File: config.mk
export PLATFORM = sky130hd
export DESIGN_NAME = dvr_fifo16
export DESIGN_NICKNAME = d
export VERILOG_FILES = /design/src/rtl/dvr_fifo16.sv
export SDC_FILE = /design/constraint.sdc
export NUM_CORES = 1
export LEC_CHECK = 0
export ABC_AREA = 1
export CAP_MARGIN = 10
export CORE_MARGIN = 2
export CORE_UTILIZATION = 64
export DETAILED_ROUTE_END_ITERATION = 12
export GPL_TIMING_DRIVEN = 0
export HOLD_SLACK_MARGIN = 0.06
export PLACE_DENSITY = 0.86
export SYNTH_ARGS = -nofsm -noshare
export SYNTH_HDL_FRONTEND = slang
export SYNTH_SLANG_ARGS = --single-unit
File: constraint.sdc
create_clock -name clk_in -period 4.7 [get_ports clk_in]
set_clock_uncertainty 0.15 [all_clocks]
set_input_delay 1.41 -clock clk_in [delete_from_list [all_inputs] [get_ports clk_in]]
set_output_delay 1.41 -clock clk_in [all_outputs]
set_load 0.05 [all_outputs]
File: src/rtl/dvr_fifo16.sv
// 16-bit first-word-fall-through FIFO with a registered occupancy count.
// Define DVR_FIFO16_LEVEL_EN to expose the count on level_out.
module dvr_fifo16 #(
  parameter int unsigned DEPTH = 8,
  localparam int unsigned ADDR_W = $clog2(DEPTH)
) (
  input  logic        clk_in,
  input  logic        reset_in,
  input  logic [15:0] data16_in,
  input  logic        valid16_in,
  output logic        ready16_out,
  output logic [15:0] data16_out,
  output logic        valid16_out,
  input  logic        ready16_in
`ifdef DVR_FIFO16_LEVEL_EN
  ,output logic [ADDR_W:0] level_out
`endif
);

  localparam logic [ADDR_W:0] FULL_COUNT = (ADDR_W + 1)'(DEPTH);

  logic [15:0]       mem [DEPTH];
  logic [ADDR_W-1:0] wr_ptr;
  logic [ADDR_W-1:0] rd_ptr;
  logic [ADDR_W:0]   count;
  logic              wr_en;
  logic              rd_en;

  // Handshakes depend only on the registered count, so there is no input-to-output path.
  always_comb begin
    ready16_out = (count != FULL_COUNT);
    valid16_out = (count != '0);
    wr_en       = valid16_in && ready16_out;
    rd_en       = valid16_out && ready16_in;
    data16_out  = mem[rd_ptr];
  end

  // DEPTH is a power of two, so the pointers wrap by plain overflow.
  always_ff @(posedge clk_in or posedge reset_in) begin
    if (reset_in) begin
      wr_ptr <= '0;
      rd_ptr <= '0;
      count  <= '0;
    end else begin
      if (wr_en) wr_ptr <= wr_ptr + 1'b1;
      if (rd_en) rd_ptr <= rd_ptr + 1'b1;
      case ({wr_en, rd_en})
        2'b10:   count <= count + 1'b1;
        2'b01:   count <= count - 1'b1;
        default: count <= count;
      endcase
    end
  end

  // Storage is deliberately left out of reset.
  always_ff @(posedge clk_in) begin
    if (wr_en) mem[wr_ptr] <= data16_in;
  end

`ifdef DVR_FIFO16_LEVEL_EN
  assign level_out = count;
`endif

endmodule

# Word level (Yosys, flattened, before mapping)
# Memories as Yosys holds them, arrays and structs flattened.
# Index checks and enable logic that the tools add are counted.
classes:
  n_addsub: 4
  n_mul: 0
  div: 0
  magnitude_cmp: 0
  eq_ne: 3
  shift: 0
  n_mux: 3
  n_bitwise: 0
  n_reduce_logical: 4
op_table:
  columns: ["op", "count"]
  rows:
  - ["$pmux W4 S2", 1]
  - ["$add A3 B1 Y3 const B", 2]
  - ["$add A4 B1 Y4 const B", 1]
  - ["$ne A4 B4 Y1 const B", 1]
  - ["$reduce_bool A4 Y1", 1]
  - ["$sub A4 B1 Y4 const B", 1]
  - ["$eq A2 B1 Y1 const B", 1]
  - ["$eq A2 B2 Y1 const B", 1]
  - ["$logic_and A1 B1 Y1", 2]
  - ["$mux W1", 2]
  - ["$reduce_bool A2 Y1", 1]
word_totals:
  register_bits: 10
  latch_bits: 0
  ramBits: 128
  romBits: 0
  inputBits: 20
  output_inout_bits: 18
  wordCells: 18
  mem_count: 1
memory_table:
  columns: ["name", "depth", "width", "rd", "rd_ports_with_merged_regs", "wr", "line_no", "text"]
  rows:
  - ["mem", 8, 16, 1, 0, 1, "22", "logic [15:0] mem [DEPTH];"]

# Depth between registers and ports, before layout
depth:
  depth_word: 4
  ltp_mapped: 12
  mapped_depth_nobuf: 12

# Worst setup path before layout
# OpenSTA, ideal clock, no wires.
synth_path:
  kind: "input-to-reg"
  from: "in valid16_in"
  to: "mem mem[6][0] (enable)"
  setup_ns: 0.409
  arrival_ns: 2.845
  required_time_ns: 4.141
  setup_slack_ns: 1.296
  stages: 3
  n_path_buf: 1
  cell_sequence: "nand2_1 > buf_4 > nor3_1"
synth_via:
  elab_chain_len: 3
synth_lines:
  columns: ["element", "line_no", "text"]
  rows:
  - ["from (decl)", "10", "input logic valid16_in,"]
  - ["$logic_and A1 B1 Y1", "33", "wr_en = valid16_in && ready16_out;"]
  - ["$mux W1", "57", "if (wr_en) mem[wr_ptr] <= data16_in;"]
  - ["$mux W1 (implied by the code)", "57", null]
  - ["to (decl)", "22", null]
# No other way between the ends.

# Worst setup path in the final report
layout_path:
  from: "reg rd_ptr[0]"
  to: "out data16_out[12]"
layout_via:
  elab_chain_len: 1
layout_lines:
  columns: ["element", "line_no", "text"]
  rows:
  - ["from (decl)", "24", "logic [ADDR_W-1:0] rd_ptr;"]
  - ["from (signal assigned)", "46", "if (rd_en) rd_ptr <= rd_ptr + 1'b1;"]
  - ["$mem_v2 Z8 W16", null, null]
  - ["to (decl)", "12", "output logic [15:0] data16_out,"]
# No other way between the ends.

==> impl_metrics.env <==
export IMPL_cts_tree="done"
export IMPL_area_delta_synth_final_pct=20.81
export IMPL_relSlewSlack_pct=33.98
export IMPL_synth_top_area_share_pct=62.93
export IMPL_synth_area_mm2=0.006108
export IMPL_syn_avg_cell_area_um2=9.650
export IMPL_clock_latency_ns=0.53
export IMPL_dp_final_hpwl_um=9518
export IMPL_dieWidth_um=101.7
export IMPL_drtIter0Drc=488
export IMPL_hold_violations=0
export IMPL_crit_type="reg -> out"
export IMPL_peakVddDrop_v=0.0004999
export IMPL_status="complete, no violations"
export IMPL_final_setup_worst_slack_ns=0.1974
export IMPL_num_io_pins=38
export IMPL_num_fill_cells=505
export IMPL_ys_seq_elements=138
export IMPL_rsz0062_at_grt="no"
export IMPL_grt_pass1_vias=4771
export IMPL_ys_seq_area_share_pct=67.02
export IMPL_cts_buffer_depth=2
export IMPL_fp_row_count=35
export IMPL_dr_total_vias=4711
export IMPL_synth_area_leaders="edfxtp_1, nand2_1, nor2_1, inv_1, dfrtp_1"
export IMPL_register_area_mm2=0.004094
export IMPL_cp_end_kind="primary output"
export IMPL_antenna_cells=0
export IMPL_drt_total_wl_um=15910
export IMPL_arrival_ns=2.94
export IMPL_cts_inserted_buffers=17
export IMPL_port_buffers=37
export IMPL_powerDensity_mw_per_mm2=736.6
export IMPL_ant_nets=0
export IMPL_drive_above_1_share_pct=9.859
export IMPL_hp_start="count[2]"
export IMPL_critPathCapture="data16_out[12]"
export IMPL_multiInputGateArea_mm2=0.001625
export IMPL_yosysWarnings=0
export IMPL_p_leak_nw=3.225
export IMPL_rrSetupSlack_ns=2.10
export IMPL_fmax_mhz=222.1
export IMPL_route_detailed_drc=0
export IMPL_worstRegToRegCells=11
export IMPL_globalplace_congestion=0.8241
export IMPL_ys_types=16
export IMPL_cts_htree_levels=4
export IMPL_grt_pass1_wl_um=24470
export IMPL_grt_use_total_pct=33.08
export IMPL_startpoint="rd_ptr[0]"
export IMPL_timing_rr_start="count[0]"
export IMPL_synth_fp_nets=659
export IMPL_antenna_found_initial=0
export IMPL_clock_sinks=138
export IMPL_synth_top_cell_by_area="edfxtp_1"
export IMPL_synthCells=633
export IMPL_cts_hold_fix_buffers=0
export IMPL_initial_core_util_pct=66.11
export IMPL_place_ws_ns=0.9222
export IMPL_viasPerCell=5.615
export IMPL_drt_wirelength_per_cell_um=18.97
export IMPL_setup_viol=0
export IMPL_worstPathMaxFanout=10
export IMPL_dieArea_mm2=0.01034
export IMPL_grt_max_degree=17
export IMPL_grt_overflow=0
export IMPL_maxSlewViolCount=0
export IMPL_required_ns=3.14
export IMPL_dr_pass1_iters=6
export IMPL_r2r_end="count[3]"
export IMPL_startpoint_type="register"
export IMPL_clk_pin_slew_worst_paths_ns=0.06
export IMPL_cts_repair_resized=0
export IMPL_worstMarginPinSlew_ns=0.9849
export IMPL_clockRootBuffer="clkbuf_8"
export IMPL_die_y_um=101.7
export IMPL_period_share_pct=95.80
export IMPL_min_period_ns=4.503
export IMPL_cts_setup_buffers=0
export IMPL_core_mm2=0.009240
export IMPL_min_path_type="reg -> reg"
export IMPL_fin_setup_tns_ns=0
export IMPL_maxCapViolCount=0
export IMPL_nets=723
-- worst max-delay path, cell delays in order (launching register included) --
cell	delay [ns]
dfrtp_1	0.45
clkbuf_1	0.49
nor2_1	0.12
nor2_1	0.12
nand2_1	0.06
nand2_1	0.08
nand2_1	0.09
nand2_1	0.16
clkdlybuf4s50_1	0.82
-- layout make-up --
class	count	area share [%]
flip-flops and latches	138	55.48
plain buffers	25	1.848
inverters	78	3.967
clock buffers	18	5.663
well taps	129	2.187
repair buffers	45	6.341
multi-input cells	392	22.02
clock inverters	14	2.492
-- layout by cell type, fill, tap and decap left out, drive strengths merged, types with 2 or more instances in the layout --
cell,count
buf,30
o21ai,4
edfxtp,128
clkdlybuf4s50,37
inv,86
ha,5
xnor2,4
nand2,232
bufinv,3
nor2,130
xor2,2
dfrtp,10
nor3,8
clkbuf,21
clkinvlp,2
nand3,5
-- Yosys cell counts --
cell type / n
buf_2: 16
buf_4: 6
clkbuf_1: 3
dfrtp_1: 10
edfxtp_1: 128
fa_1: 1
ha_1: 5
inv_1: 78
nand2_1: 232
nand3_1: 5
nor2_1: 130
nor3_1: 8
o21ai_0: 4
or2_2: 1
xnor2_1: 4
xor2_1: 2
-- stage by stage --
stage	hold WS (ns)	total power [mW]	std cells	utilization, %	area, um^2
detailed placement	0.3840	3.957	807	73.35	6778
finish	0.3990	5.436	839	79.86	7380
floorplan	0.3307	3.196	633	-	6108
global route	0.4332	5.654	839	79.86	7380
CTS	0.4002	5.382	839	79.86	7380
global placement	0.3592	3.784	799	71.86	6640
-- cells by family after synthesis --
family          share of synthesized area, %
simple gates                           23.41
flops                                  67.02
buf+inv                                7.026
xor+xnor                              0.8603
fa+ha+maj                              1.352
compound gates                        0.3277
-- sequential cells by signal, indices dropped and copies added (netlist names) --
register	flops
wr_ptr	3
rd_ptr	3
count	4
mem	128
-- layer usage --
| layer | track usage [%] | vias to the layer above | routed length, um |
|---|---|---|---|
| li1 | - | 2096 | - |
| met1 | 39.07 | 2206 | 5541 |
| met2 | 54.86 | 328 | 7900 |
| met3 | 9.731 | 81 | 1752 |
| met4 | 17.67 | 0 | 719 |
| met5 | 0 | - | 0 |
-- worst min-delay path by stage --
stage / endpoint / slack [ns] / cells after the start
final: count[2] / 0.40 / 2
after global routing: count[2] / 0.43 / 2
after detailed placement: count[2] / 0.38 / 2
after CTS: count[2] / 0.40 / 2
after global placement: count[3] / 0.36 / 2
after floorplan: count[2] / 0.33 / 2
-- power by group --
part | internal [mW] | leakage [nW] | switching [mW]
clock network | 0.823 | 0.289 | 0.554
registers | 1.55 | 1.28 | 0.0896
logic | 0.716 | 1.65 | 1.70
total | 3.09 | 3.22 | 2.34
No activity file was read; power rests on OpenSTA's default activity.
==> RTL change 1, RTL diff (same settings) <==
The parameter `DEPTH` goes from 8 to 4.
--- a/src/rtl/dvr_fifo16.sv
+++ b/src/rtl/dvr_fifo16.sv
@@ -3,3 +3,3 @@
 module dvr_fifo16 #(
-  parameter int unsigned DEPTH = 8,
+  parameter int unsigned DEPTH = 4,
   localparam int unsigned ADDR_W = $clog2(DEPTH)
Check against the original RTL: not equivalent (a bounded check fails within 10 cycles, from zero or initial values and one cycle with reset_in high).
==> RTL change 1 against the unedited design <==
- setup slack better by 0.64 ns
- routed wire length fell by 65%
- sequential cell count decreased by 67
- area after synthesis decreased by 50%
- sequential share of layout area increased by 1.6 points
- first-iteration DRC count decreased by 74%
- critical endpoint unchanged
- total power decreased by 52%
- register-to-register slack better by 0.54 ns
- cell area fell by 50%
==> RTL change 1: results (changes against the unedited design) <==
Parameter                              Value

Drt
  Number of search-and-repair iterations in the first detailed-routing pass    4 (-2)
  Detailed Route Iter0 Violations    126 (-74%)
  Count of vias placed by the detailed router    1932 (-59%)

Place
  Half-perimeter wire length of the detailed placement result    3890 um (-59%)
  Gpl congestion    0.7563 (-8.2%)
  Pre-CTS setup slack    1.217 ns (+0.2953 ns)

Worst setup path
  Endpoint arrival time on the critical path    2.31 ns (-0.63 ns)
  Worst reg-to-reg path cell count    10 (-1)
  Crit Reg-Reg Endpoint    count[2]$_DFFE_PP0P_
  Setup slack, reg-to-reg    2.64 ns (+0.54 ns)

Yosys
  Sequential cell area fraction in the yosys report    69.00% (+2.0 points)
  Number of flops mapped to enable cells by yosys    64 (-50%)
  Cell types with the largest area share after synthesis    sky130_fd_sc_hd__edfxtp_1 63%, sky130_fd_sc_hd__nand2_1 8.0%, sky130_fd_sc_hd__o211ai_1 6.7%
  Synthesized-area fraction occupied by xor and xnor cells    0.2882% (-0.57 points)
  Post-Syn Instances    247 (-61%)

Finish
  Ratio of cells with drive above 1 in the final layout    12.21% (+2.4 points)
  Number of sequential storage elements    71 (-49%)
  Count of plain and timing-repair buffers    50 (-29%)
  Clock buffer instance count of the final layout    11 (-7)
  Area of the multi-input gates    671.9 um^2 (-59%)
  Biggest regs    mem x64, count x3
  Register fraction of the total cell area    57.10% (+1.6 points)
  Clock network contribution to total cell area    4.259% (-3.9 points)

Worst hold path
  End point of the most critical hold path    count[0]$_DFFE_PP0P_

Pwr
  Leakage component of the power    1.514 nW (-53%)

Global routing
  Total routing usage reported by global routing    23.57% (-9.5 points)

Outcome
  Outcome    finished clean

Clock network
  H-tree depth reported by CTS    3 (-1)

STA
  Worst hold margin    0.3420 ns (-0.05697 ns)
RTL change 1: cell count changes after synthesis, sizes merged, moves of 3 or more:
cell,delta
buf,-13
xnor2,-3
nor3,-8
nand2,-167
inv,-29
o211ai,+32
dfrtp,-3
edfxtp,-64
nor2,-126
o21ai,-3
RTL change 1: cell families (layout without fill, tap and decap cells):
group           after synthesis  in the layout
simple gates                 77             77
flops                        71             71
buf+inv                      59            115
compound gates               33             33
fa+ha+maj                     6              6
xor+xnor                      1              1
RTL change 1: power by group through the flow:
stage / Sequential (W) / Clock, W / Combinational (W)
2_1_floorplan: 0.000891 / 0 / 0.000924
3_3_place_gp: 0.000900 / 0 / 0.00128
4_1_cts: 0.000891 / 0.000400 / 0.00134
5_1_grt: 0.000903 / 0.000421 / 0.00143
6_report: 0.000891 / 0.000395 / 0.00133
3_5_place_dp: 0.000904 / 0 / 0.00133
RTL change 1: worst max path at each step:
| stage | slack (ns) | startpoint | depth (start not counted) | end |
|---|---|---|---|---|
| 2_1_floorplan | 1.89 | valid16_in | 2 | mem[0][0]$_DFFE_PP_ |
| 3_3_place_gp | 0.82 | valid16_in | 3 | mem[0][0]$_DFFE_PP_ |
| 3_5_place_dp | 1.22 | rd_ptr[1]$_DFFE_PP0P_ | 6 | data16_out[12] |
| 4_1_cts | 0.84 | rd_ptr[0]$_DFFE_PP0P_ | 6 | data16_out[7] |
| 5_1_grt | 0.74 | rd_ptr[0]$_DFFE_PP0P_ | 6 | data16_out[7] |
| 6_report | 0.83 | rd_ptr[1]$_DFFE_PP0P_ | 6 | data16_out[12] |
RTL change 1: routing by layer:
metal,track usage [%],share of wire [%],up-vias
met2,39.80,52,68
li1,-,-,939
met1,29.39,42,912
met4,10.29,1.9,0
met5,0,0,-
met3,5.249,4.2,13
RTL change 1: metrics by stage:
| step | cell area [um^2] | total power, W |
|---|---|---|
| 3_5_place_dp | 3516 | 0.002239 |
| 5_1_grt | 3672 | 0.002750 |
| 4_1_cts | 3672 | 0.002628 |
| 3_3_place_gp | 3477 | 0.002182 |
| 6_report | 3672 | 0.002615 |
| 2_1_floorplan | 3039 | 0.001815 |
RTL change 1: worst reg2reg max path, stage by stage, from the launching register on:
cell,delay (ns)
sky130_fd_sc_hd__dfrtp_1,0.40
sky130_fd_sc_hd__inv_2,0.09
sky130_fd_sc_hd__nand3_2,0.11
sky130_fd_sc_hd__nand2_1,0.25
sky130_fd_sc_hd__ha_1,0.22
sky130_fd_sc_hd__inv_1,0.07
sky130_fd_sc_hd__fa_1,0.39
sky130_fd_sc_hd__nand2_1,0.10
sky130_fd_sc_hd__nand3_1,0.07
sky130_fd_sc_hd__nand2_1,0.05
sky130_fd_sc_hd__nand2_1,0.06
==> RTL change 2, RTL diff (same settings) <==
Without the edit above. Make the reset (`reset_in`) synchronous in one clocked block.
--- a/src/rtl/dvr_fifo16.sv
+++ b/src/rtl/dvr_fifo16.sv
@@ -38,3 +38,3 @@
   // DEPTH is a power of two, so the pointers wrap by plain overflow.
-  always_ff @(posedge clk_in or posedge reset_in) begin
+  always_ff @(posedge clk_in) begin
     if (reset_in) begin
Formal check against the unedited RTL: differs if reset_in is asserted again (counterexample within 4 cycles, from zero or initial values and one cycle with reset_in high); with reset_in held inactive, the same outputs for 10 cycles.
==> RTL change 2 against the unedited design <==
- area after synthesis fell by 6.3%
- routed wire length decreased by 14%
- first-iteration DRC count is 17% lower
- sequential power decreased by 8%
- combinational power decreased by 49%
- total power is 27% lower
- clock power is 11% lower
- synthesized cell count decreased by 28%
- highest routed layer unchanged
- non-clock buffer count down 8
- setup slack better by 0.10 ns
- cell area shrank 7.6%
- sequential cell count up 3
- largest power group is now registers
==> RTL change 2: results (changes against the unedited design) <==
Parameter                              Value

Outcome
  Outcome    finished clean

Place
  Gpl congestion    0.8303 (+0.75%)
  Count of port buffers added during placement    37 (unchanged)
  Half-perimeter wire length of the detailed placement result    7809 um (-18%)
  Dpl cell area    6277 um^2 (-7.4%)
  Placed Instances    602 (-25%)

Drt
  Detailed Route Iter0 Violations    405 (-17%)
  Count of vias placed by the detailed router    3914 (-17%)
  Routed length per placed instance    21.59 um (+14%)
  Number of search-and-repair iterations in the first detailed-routing pass    5 (-1)

Yosys
  Sequential cell area fraction in the yosys report    71.73% (+4.7 points)
  Yosys warnings    0 (unchanged)
  Post-Syn Instances    455 (-28%)
  Commonest cells post-synth    128 x sky130_fd_sc_hd__edfxtp_1, 70 x sky130_fd_sc_hd__nor2_1, 65 x sky130_fd_sc_hd__nand2_1
  Share of async-settable or async-resettable flops after synthesis    0% (-7.2 points)
  Cell types with the largest area share after synthesis    sky130_fd_sc_hd__edfxtp_1 67%, sky130_fd_sc_hd__o21ai_0 4.6%, sky130_fd_sc_hd__nor2_1 4.6%
  Cell variety after synth    29 (+13)
  Number of flops mapped to enable cells by yosys    128 (unchanged)
  Syn nets    480 (-27%)

Clock network
  Clock Path Buffers    2 (unchanged)
  Post-CTS setup buffer count    0 (unchanged)
  Clock input transition at the sequential cells of the worst setup and hold paths    0.06 ns (about the same)
  H-tree depth reported by CTS    4 (unchanged)
  CTS-repair resized insts    0 (unchanged)

Worst setup path
  Crit-path max cell delay    0.81 ns
  Worst reg-to-reg path cell count    6 (-5)
  Endpoint arrival time on the critical path    2.84 ns (-0.10 ns)
  Setup slack, reg-to-reg    2.35 ns (+0.25 ns)
  Critical-path maximum fanout    10 (unchanged)

Global routing
  Pin count of the biggest net entering global routing    17 (unchanged)
  Total routing usage reported by global routing    29.81% (-3.3 points)
  Vias in the first global route    4226 (-11%)
  Antenna violations before repair    0 (unchanged)
  First-pass GRT wire length    21290 um (-13%)

Finish
  Net total in the final layout    538 (-26%)
  Final std cells w/o fill    633 (-25%)
  Number of fillers in the final layout    484 (-4.2%)
  Ratio of cells with drive above 1 in the final layout    14.10% (+4.2 points)

Pwr
  Leakage component of the power    2.397 nW (-26%)
  Power density relative to cell area    582.3 nW/um^2 (-21%)
  Worst vdd ir    0.3727 mV (-25%)

STA
  Slew Limit Headroom    28.20% (-5.8 points)

Worst hold path
  Worst hold path cell count    2 (unchanged)
-- RTL change 2: stage by stage --
step                hold slack (ns)  power, W  setup WS, ns
detailed placement           0.3252  0.002733        0.9325
finish                       0.3342  0.003968        0.2999
CTS                          0.3343  0.003954        0.3574
global placement             0.3215  0.002667        0.6756
floorplan                    0.3085  0.002348         1.788
global route                 0.3652  0.004102        0.1903
-- RTL change 2: power by group --
part / leakage (nW) / switching [W] / internal (W)
Sequential: 1.27 / 0.0000427 / 0.00147
Clock: 0.246 / 0.000530 / 0.000697
Combinational: 0.884 / 0.000827 / 0.000405
Total: 2.40 / 0.00140 / 0.00257
-- RTL change 2: cell type report --
cell class                      instances  area share [%]
Clock buffer                           17           6.077
Multi-Input combinational cell        273           20.58
Tap cell                              108           1.983
Clock inverter                         14           1.818
Inverter                               18           1.028
Timing Repair Buffer                   39           5.875
Buffer                                 23           2.423
Sequential cell                       141           60.22
-- RTL change 2: path summary, 6_finish.rpt --
path / startpoint / end
hold / removal: wr_ptr[0]$_SDFFE_PP0P_ / wr_ptr[0]$_SDFFE_PP0P_
setup / recovery: register / data16_out[5]
hold reg to reg: wr_ptr[0]$_SDFFE_PP0P_ / wr_ptr[0]$_SDFFE_PP0P_
setup reg to reg: count[1]$_SDFFE_PP0P_ / mem[7][0]$_DFFE_PP_
-- RTL change 2: critical path, delay by kind of cell (launching register included) --
family	cells	cell delay, ns
DFF	1	0.31
AOI/OAI and AO/OA	2	0.40
buffers and inverters	3	1.45
and+or+nand+nor	2	0.16
-- RTL change 2: routing by layer --
layer	global-route usage (%)	share of wire [%]	wire (um)	vias up
li1	-	-	-	1726
met1	36.54	36	4984	1884
met2	48.87	51	7033	252
met3	8.156	8.8	1200	52
met4	15.60	3.3	446	0
met5	0	0	0	-
-- RTL change 2: cell families (layout without fill, tap and decap cells) --
| kind of cell | Yosys count | count (layout) | synth area share, % |
|---|---|---|---|
| XOR/XNOR | 3 | 3 | 0.4593 |
| AO/OA/AOI/OAI | 93 | 93 | 8.528 |
| multiplexers | 16 | 16 | 2.799 |
| buffers and inverters | 41 | 111 | 4.111 |
| AND/OR/NAND/NOR | 156 | 156 | 11.28 |
| flip-flops | 141 | 141 | 71.73 |
| adder cells (fa/ha/maj) | 5 | 5 | 1.093 |
